`src/rtl/axis_pipeline_chain_if.sv`:
```
// AXI-Stream link carrying tdata/tlast with valid/ready handshake.
// master drives payload and valid; slave drives ready.
interface axis_pipeline_chain_if #(
    parameter int WIDTH = 32
);
    logic [WIDTH-1:0] tdata;
    logic             tlast;
    logic             tvalid;
    logic             tready;

    modport master (output tdata, output tlast, output tvalid, input tready);
    modport slave  (input tdata, input tlast, input tvalid, output tready);
endinterface

```
`src/rtl/axis_pipeline_chain.sv`:
```
// AXI-Stream register chain, DEPTH stages: MODE 0 wire, 1 forward-registered, 2 skid; optional occ count via AXIS_PIPELINE_CHAIN_OCC_EN.
// Latency: DEPTH cycles in MODE 1/2, 0 in MODE 0; full 1 beat/clk throughput in every mode.
// Backpressure: MODE 1 ready is combinational through all stages; MODE 2 ready is a flop (first-stage skid empty).
module axis_pipeline_chain #(
    parameter int WIDTH = 32,
    parameter int DEPTH = 2,
    parameter int MODE  = 2,
    localparam int OCC_W = $clog2(2*DEPTH+1)
) (
    input  logic clk,
    input  logic rst,
    axis_pipeline_chain_if.slave  s_rx,
    axis_pipeline_chain_if.master m_tx
`ifdef AXIS_PIPELINE_CHAIN_OCC_EN
    ,
    output logic [OCC_W-1:0] occ
`endif
);

    localparam int PW = WIDTH + 1;

    generate
        if (MODE == 0) begin : g_pass
            assign m_tx.tdata  = s_rx.tdata;
            assign m_tx.tlast  = s_rx.tlast;
            assign m_tx.tvalid = s_rx.tvalid;
            assign s_rx.tready = m_tx.tready;
        end else begin : g_chain
            // Link i feeds stage i; link DEPTH is the downstream port.
            logic [PW-1:0] pl [DEPTH+1];
            logic [DEPTH:0] vld;
            logic [DEPTH:0] rdy;

            assign pl[0]  = {s_rx.tlast, s_rx.tdata};
            assign vld[0] = s_rx.tvalid;

            for (genvar i = 0; i < DEPTH; i++) begin : g_stage
                if (MODE == 1) begin : g_fwd
                    logic [PW-1:0] d_q;
                    logic          v_q;
                    logic          in_x;

                    assign in_x = vld[i] & rdy[i];

                    always_ff @(posedge clk) begin
                        if (rst)
                            v_q <= 1'b0;
                        else if (in_x)
                            v_q <= 1'b1;
                        else if (rdy[i+1])
                            v_q <= 1'b0;
                    end

                    always_ff @(posedge clk) begin
                        if (in_x)
                            d_q <= pl[i];
                    end

                    assign vld[i+1] = v_q;
                    assign pl[i+1]  = d_q;
                end else begin : g_skid
                    logic [PW-1:0] m_d;
                    logic [PW-1:0] k_d;
                    logic          m_v;
                    logic          k_v;
                    logic          in_x;
                    logic          drain;

                    assign in_x  = vld[i] & ~k_v;
                    assign drain = m_v & rdy[i+1];

                    // Skid only fills when main is stuck; it empties into main on the next drain.
                    always_ff @(posedge clk) begin
                        if (rst) begin
                            m_v <= 1'b0;
                            k_v <= 1'b0;
                        end else if (k_v) begin
                            if (drain)
                                k_v <= 1'b0;
                        end else if (in_x) begin
                            if (m_v & ~drain)
                                k_v <= 1'b1;
                            else
                                m_v <= 1'b1;
                        end else if (drain) begin
                            m_v <= 1'b0;
                        end
                    end

                    always_ff @(posedge clk) begin
                        if (k_v & drain)
                            m_d <= k_d;
                        else if (in_x & (~m_v | drain))
                            m_d <= pl[i];
                        if (in_x & m_v & ~drain)
                            k_d <= pl[i];
                    end

                    assign rdy[i]   = ~k_v;
                    assign vld[i+1] = m_v;
                    assign pl[i+1]  = m_d;
                end
            end

            if (MODE == 1) begin : g_fwd_rdy
                always_comb begin
                    rdy[DEPTH] = m_tx.tready;
                    for (int j = DEPTH - 1; j >= 0; j--)
                        rdy[j] = ~vld[j+1] | rdy[j+1];
                end
            end else begin : g_skid_rdy
                assign rdy[DEPTH] = m_tx.tready;
            end

            // Gating with rst keeps both handshakes idle while state is being flushed.
            assign s_rx.tready = rdy[0] & ~rst;
            assign m_tx.tvalid = vld[DEPTH] & ~rst;
            assign {m_tx.tlast, m_tx.tdata} = pl[DEPTH];
        end
    endgenerate

`ifdef AXIS_PIPELINE_CHAIN_OCC_EN
    generate
        if (MODE == 0) begin : g_occ_none
            assign occ = '0;
        end else begin : g_occ
            logic [OCC_W-1:0] cnt;
            logic             in_x;
            logic             out_x;

            assign in_x  = s_rx.tvalid & s_rx.tready;
            assign out_x = m_tx.tvalid & m_tx.tready;

            always_ff @(posedge clk) begin
                if (rst)
                    cnt <= '0;
                else if (in_x & ~out_x)
                    cnt <= cnt + OCC_W'(1);
                else if (~in_x & out_x)
                    cnt <= cnt - OCC_W'(1);
            end

            assign occ = cnt;
        end
    endgenerate
`endif

endmodule
```
`src/flat_wrapper.sv`:
```
// flat-port wrapper written by rule: the top's interface ports become plain ports
module axis_pipeline_chain_flat 
#(
    parameter int WIDTH = 32,
    parameter int DEPTH = 2,
    parameter int MODE  = 2,
    localparam int OCC_W = $clog2(2*DEPTH+1)
)
  (clk, rst, s_rx_tdata, s_rx_tlast, s_rx_tvalid, s_rx_tready, m_tx_tdata, m_tx_tlast, m_tx_tvalid, m_tx_tready);
  axis_pipeline_chain_if #(.WIDTH(WIDTH)) s_rx_i ();
  axis_pipeline_chain_if #(.WIDTH(WIDTH)) m_tx_i ();
  input  logic clk;
  input  logic rst;
  input wire logic [$bits(s_rx_i.tdata)-1:0] s_rx_tdata;
  input wire logic [$bits(s_rx_i.tlast)-1:0] s_rx_tlast;
  input wire logic [$bits(s_rx_i.tvalid)-1:0] s_rx_tvalid;
  output wire logic [$bits(s_rx_i.tready)-1:0] s_rx_tready;
  output wire logic [$bits(m_tx_i.tdata)-1:0] m_tx_tdata;
  output wire logic [$bits(m_tx_i.tlast)-1:0] m_tx_tlast;
  output wire logic [$bits(m_tx_i.tvalid)-1:0] m_tx_tvalid;
  input wire logic [$bits(m_tx_i.tready)-1:0] m_tx_tready;
  assign s_rx_i.tdata = s_rx_tdata;
  assign s_rx_i.tlast = s_rx_tlast;
  assign s_rx_i.tvalid = s_rx_tvalid;
  assign s_rx_tready = s_rx_i.tready;
  assign m_tx_tdata = m_tx_i.tdata;
  assign m_tx_tlast = m_tx_i.tlast;
  assign m_tx_tvalid = m_tx_i.tvalid;
  assign m_tx_i.tready = m_tx_tready;
  axis_pipeline_chain #(.WIDTH(WIDTH), .DEPTH(DEPTH), .MODE(MODE)) u_core (.clk(clk), .rst(rst), .s_rx(s_rx_i), .m_tx(m_tx_i));
endmodule
```
`config.mk`:
```
export PLATFORM = sky130hd
export DESIGN_NAME = axis_pipeline_chain_flat
export DESIGN_NICKNAME = d
export VERILOG_FILES = /design/src/rtl/axis_pipeline_chain_if.sv /design/src/rtl/axis_pipeline_chain.sv /design/src/flat_wrapper.sv
export SDC_FILE = /design/constraint.sdc
export NUM_CORES = 1
export LEC_CHECK = 0
export BUFFER_PORTS_ARGS = -buffer_cell sky130_fd_sc_hd__buf_2
export CORE_MARGIN = 3
export CORE_UTILIZATION = 53
export CTS_CLUSTER_SIZE = 14
export DETAILED_ROUTE_END_ITERATION = 10
export GPL_TIMING_DRIVEN = 0
export MAX_ROUTING_LAYER = met4
export PLACE_DENSITY = 0.86
export SLEW_MARGIN = 40
export SYNTH_ARGS = -nofsm -noshare
export SYNTH_HDL_FRONTEND = slang
export SYNTH_SLANG_ARGS = --single-unit
export TNS_END_PERCENT = 1
```
`constraint.sdc`:
```
create_clock -name clk -period 7.4 [get_ports clk]
set_input_delay 0 -clock clk [delete_from_list [all_inputs] [get_ports clk]]
set_output_delay 0 -clock clk [all_outputs]
set_load 0.005 [all_outputs]
```
==> metrics <==
Synth top area share=0.7706; CTS tree=yes; kind of start point of the critical path=register; most instantiated flip-flop cell in the synthesis netlist=sky130_fd_sc_hd__edfxtp_1; routed length on met1=3.760 mm; cell breakdown of the critical path=nand2_1, nor2_4, buf_8; sum of negative setup slack=0 ps; Synth area leaders=sky130_fd_sc_hd__edfxtp_1 (77%), sky130_fd_sc_hd__mux2_4 (8.8%), sky130_fd_sc_hd__mux2_2 (7.4%); nets in the synthesized netlist=269; FF/Latch Area=4044 um2; worst hold margin=233.4 ps; biggest fanout along the worst timing path=18; count of routing violations after the opening detailed-route iteration=141; Cell Rows=35; TritonCTS Buffers=17; global placement routability congestion=0.6739; Inserted Diodes=0; Detail Placement HPWL=5.358 mm; register-to-register setup slack=5660 ps; antenna violation net count after detailed routing=0; clock transition at the register clock pins on the worst setup and hold paths after CTS=60 ps; met2 wire len=4.247 mm; buffering stage count on the worst path with inverters included=1; Crit. Startpoint=u_core.g_chain.g_stage[1].g_skid.k_v; MaxCap Viol Count=0; most frequent cell after synthesis=sky130_fd_sc_hd__edfxtp_1; RR Startpoint=u_core.g_chain.g_stage[1].g_skid.k_v; number of hold violations in the final report=0; Ports=72; terminus of the critical flop-to-flop path=u_core.g_chain.g_stage[0].g_skid.k_d[30]; Initial Util=0.5514; final number of max-transition violations=0; measured slew at the worst slew-check pin=525.2 ps; Fmax achieved=573.3 MHz; area leader, netlist=sky130_fd_sc_hd__edfxtp_1; final critical-path required period=1744 ps; standard cell with the maximum stage delay on the critical path=sky130_fd_sc_hd__dfxtp_1; overflow left after global routing=0; Crit path max-delay family=simple AND/OR/NAND/NOR gates; EDFF count, synth=132; crit path capture=u_core.g_chain.g_stage[0].g_skid.k_d[30]; average footprint of a synthesized cell=22.17 um2; reported leakage power=2.579 nW; Worst path max stage delay=520 ps; via count=2551; layout cell share with drive strength beyond 1=0.4867; core region area=9328 um2; Critical Path AT=1930 ps; Port Buffers=71; Netlist cell types=22; Critical Path Sink Type=register; number of logic stages on the critical path including buffering=3; cell area after placement=5794 um2; Syn Inst Count=232; count of TritonRoute iterations in the first routing pass=4; routed wire length=8.394 mm; clock latency at the later pin of the worst-skew pair=500 ps; H-tree lvl count=4; average vias per placed instance=5.051; nets=402; worst slew margin relative to its limit=0.6490; yosys synthesis warning count=0; share of synthesized flip-flops with an asynchronous set or reset=0; aggregate global-route resource usage=0.1697; P per Cell Area=265.9 nW/um2; Post-CTS Repair Setup Buffers=0; number of clock sinks seen by CTS=136; VDD IR max=0.0001858 V; Synth Register Bits=136; area of combinational cells with multiple inputs=1028 um2; Reg2Reg Depth=3; vias in the first global route=2642; number of hold buffers added after cts=37; clock skew after layout=14.31 ps; die span in y=104.5 um; Met3 Wirelength=311 um; number of filler cells placed in the layout=558; share of the cycle needed by the critical path after routing=0.2357; final number of setup-violating endpoints=0; outcome=completed; worst path required time=7590 ps; post-cts resize count=0; antenna violations before repair=0; pin count of the biggest net entering global routing=19; first-pass GRT wire length=13.62 mm; layout overhead on the synthesized area=30.94%; overall die width=104.5 um; highest routed layer=met4; part of the Yosys area used for sequential elements=0.7862; RSZ-0062 raised after global routing=no; Die Outline Area=10920 um2; average detailed-routed wire length per instance=16.62 um; Residual DRC=0; most used standard cells in the synthesized netlist=sky130_fd_sc_hd__edfxtp_1 (132), sky130_fd_sc_hd__mux2_2 (34), sky130_fd_sc_hd__mux2_4 (30); critical path type=reg -> reg; Final Cell Area=6735 um2; Post-Synthesis Cell Area=5144 um2; Longest Clk Path Bufs=2; Worst Hold Class=in -> reg; CTS Root Cell=sky130_fd_sc_hd__clkbuf_8
## flip-flops by register name (all words and copies together), names as in the netlist
signal,cells
u_core.g_chain.g_stage.g_skid.k_d,66
u_core.g_chain.g_stage.g_skid.m_v,2
u_core.g_chain.g_stage.g_skid.k_v,2
u_core.g_chain.g_stage.g_skid.m_d,66
## worst min-delay path by stage
stage	end	slack, ps	start	depth (start not counted)
6_report	u_core.g_chain.g_stage[0].g_skid.k_d[17]	230	s_rx_tdata[17]	2
5_1_grt	u_core.g_chain.g_stage[0].g_skid.k_d[16]	220	s_rx_tdata[16]	2
4_1_cts	u_core.g_chain.g_stage[0].g_skid.k_d[16]	210	s_rx_tdata[16]	2
3_5_place_dp	u_core.g_chain.g_stage[0].g_skid.k_d[0]	200	s_rx_tdata[0]	1
3_3_place_gp	u_core.g_chain.g_stage[0].g_skid.k_d[32]	190	s_rx_tlast	1
2_1_floorplan	s_rx_tready	30	rst	1
## cell type report
type / instances / share of cell area
Multi-Input combinational cell: 88 / 0.1527
Inverter: 1 / 0.0005573
Sequential cell: 136 / 0.6004
Clock buffer: 17 / 0.06149
Tap cell: 129 / 0.02396
Clock inverter: 13 / 0.02322
Buffer: 7 / 0.01468
Timing Repair Buffer: 114 / 0.1230
## routing by layer
layer / vias to the layer above / GRT usage
met1: 1279 / 0.2100
met5: - / -
met2: 69 / 0.2726
met4: 0 / 0.06648
li1: 1195 / -
met3: 8 / 0.04035
## cells by family (layout without fill, tap and decap cells)
group / after synthesis / after routing / synth area share
AOI/OAI and AO/OA: 9 / 9 / 0.009730
buffers and inverters: 8 / 152 / 0.01994
DFF: 136 / 136 / 0.7862
muxes: 66 / 66 / 0.1664
and+or+nand+nor: 13 / 13 / 0.01776
## through the flow
stage               power, mW    util  std cells  setup WS (ps)
floorplan              0.9504       -        232           3941
global placement       0.9834  0.6068        432           2606
detailed placement     0.9931  0.6212        438           5662
CTS                     1.807  0.7221        505           5637
global route            1.852  0.7221        505           5541
finish                  1.791  0.7221        505           5656
## where the power goes
group | switching [mW] | internal, mW
Combinational | 0.0407 | 0.0582
Sequential | 0.0116 | 0.882
Clock | 0.292 | 0.507
Total | 0.344 | 1.45
## cells in the final DEF, fill, tap and decap left out, drive strengths merged, types with 3 or more instances in the layout
master | Yosys | layout
dfxtp | 4 | 4
clkbuf | 0 | 17
bufinv | 0 | 3
clkinv | 0 | 6
nand2 | 3 | 3
a21oi | 6 | 6
dlygate4sd3 | 0 | 37
buf | 7 | 84
edfxtp | 132 | 132
mux2 | 66 | 66
nor2 | 3 | 3
clkinvlp | 0 | 3
## worst register-to-register path, cell delays in order, from the launching register on
cell and delay, ps:
sky130_fd_sc_hd__dfxtp_1 520, sky130_fd_sc_hd__nand2_1 180, sky130_fd_sc_hd__nor2_4 470, sky130_fd_sc_hd__buf_8 260
Note: power is estimated with default switching activity, not from simulation.
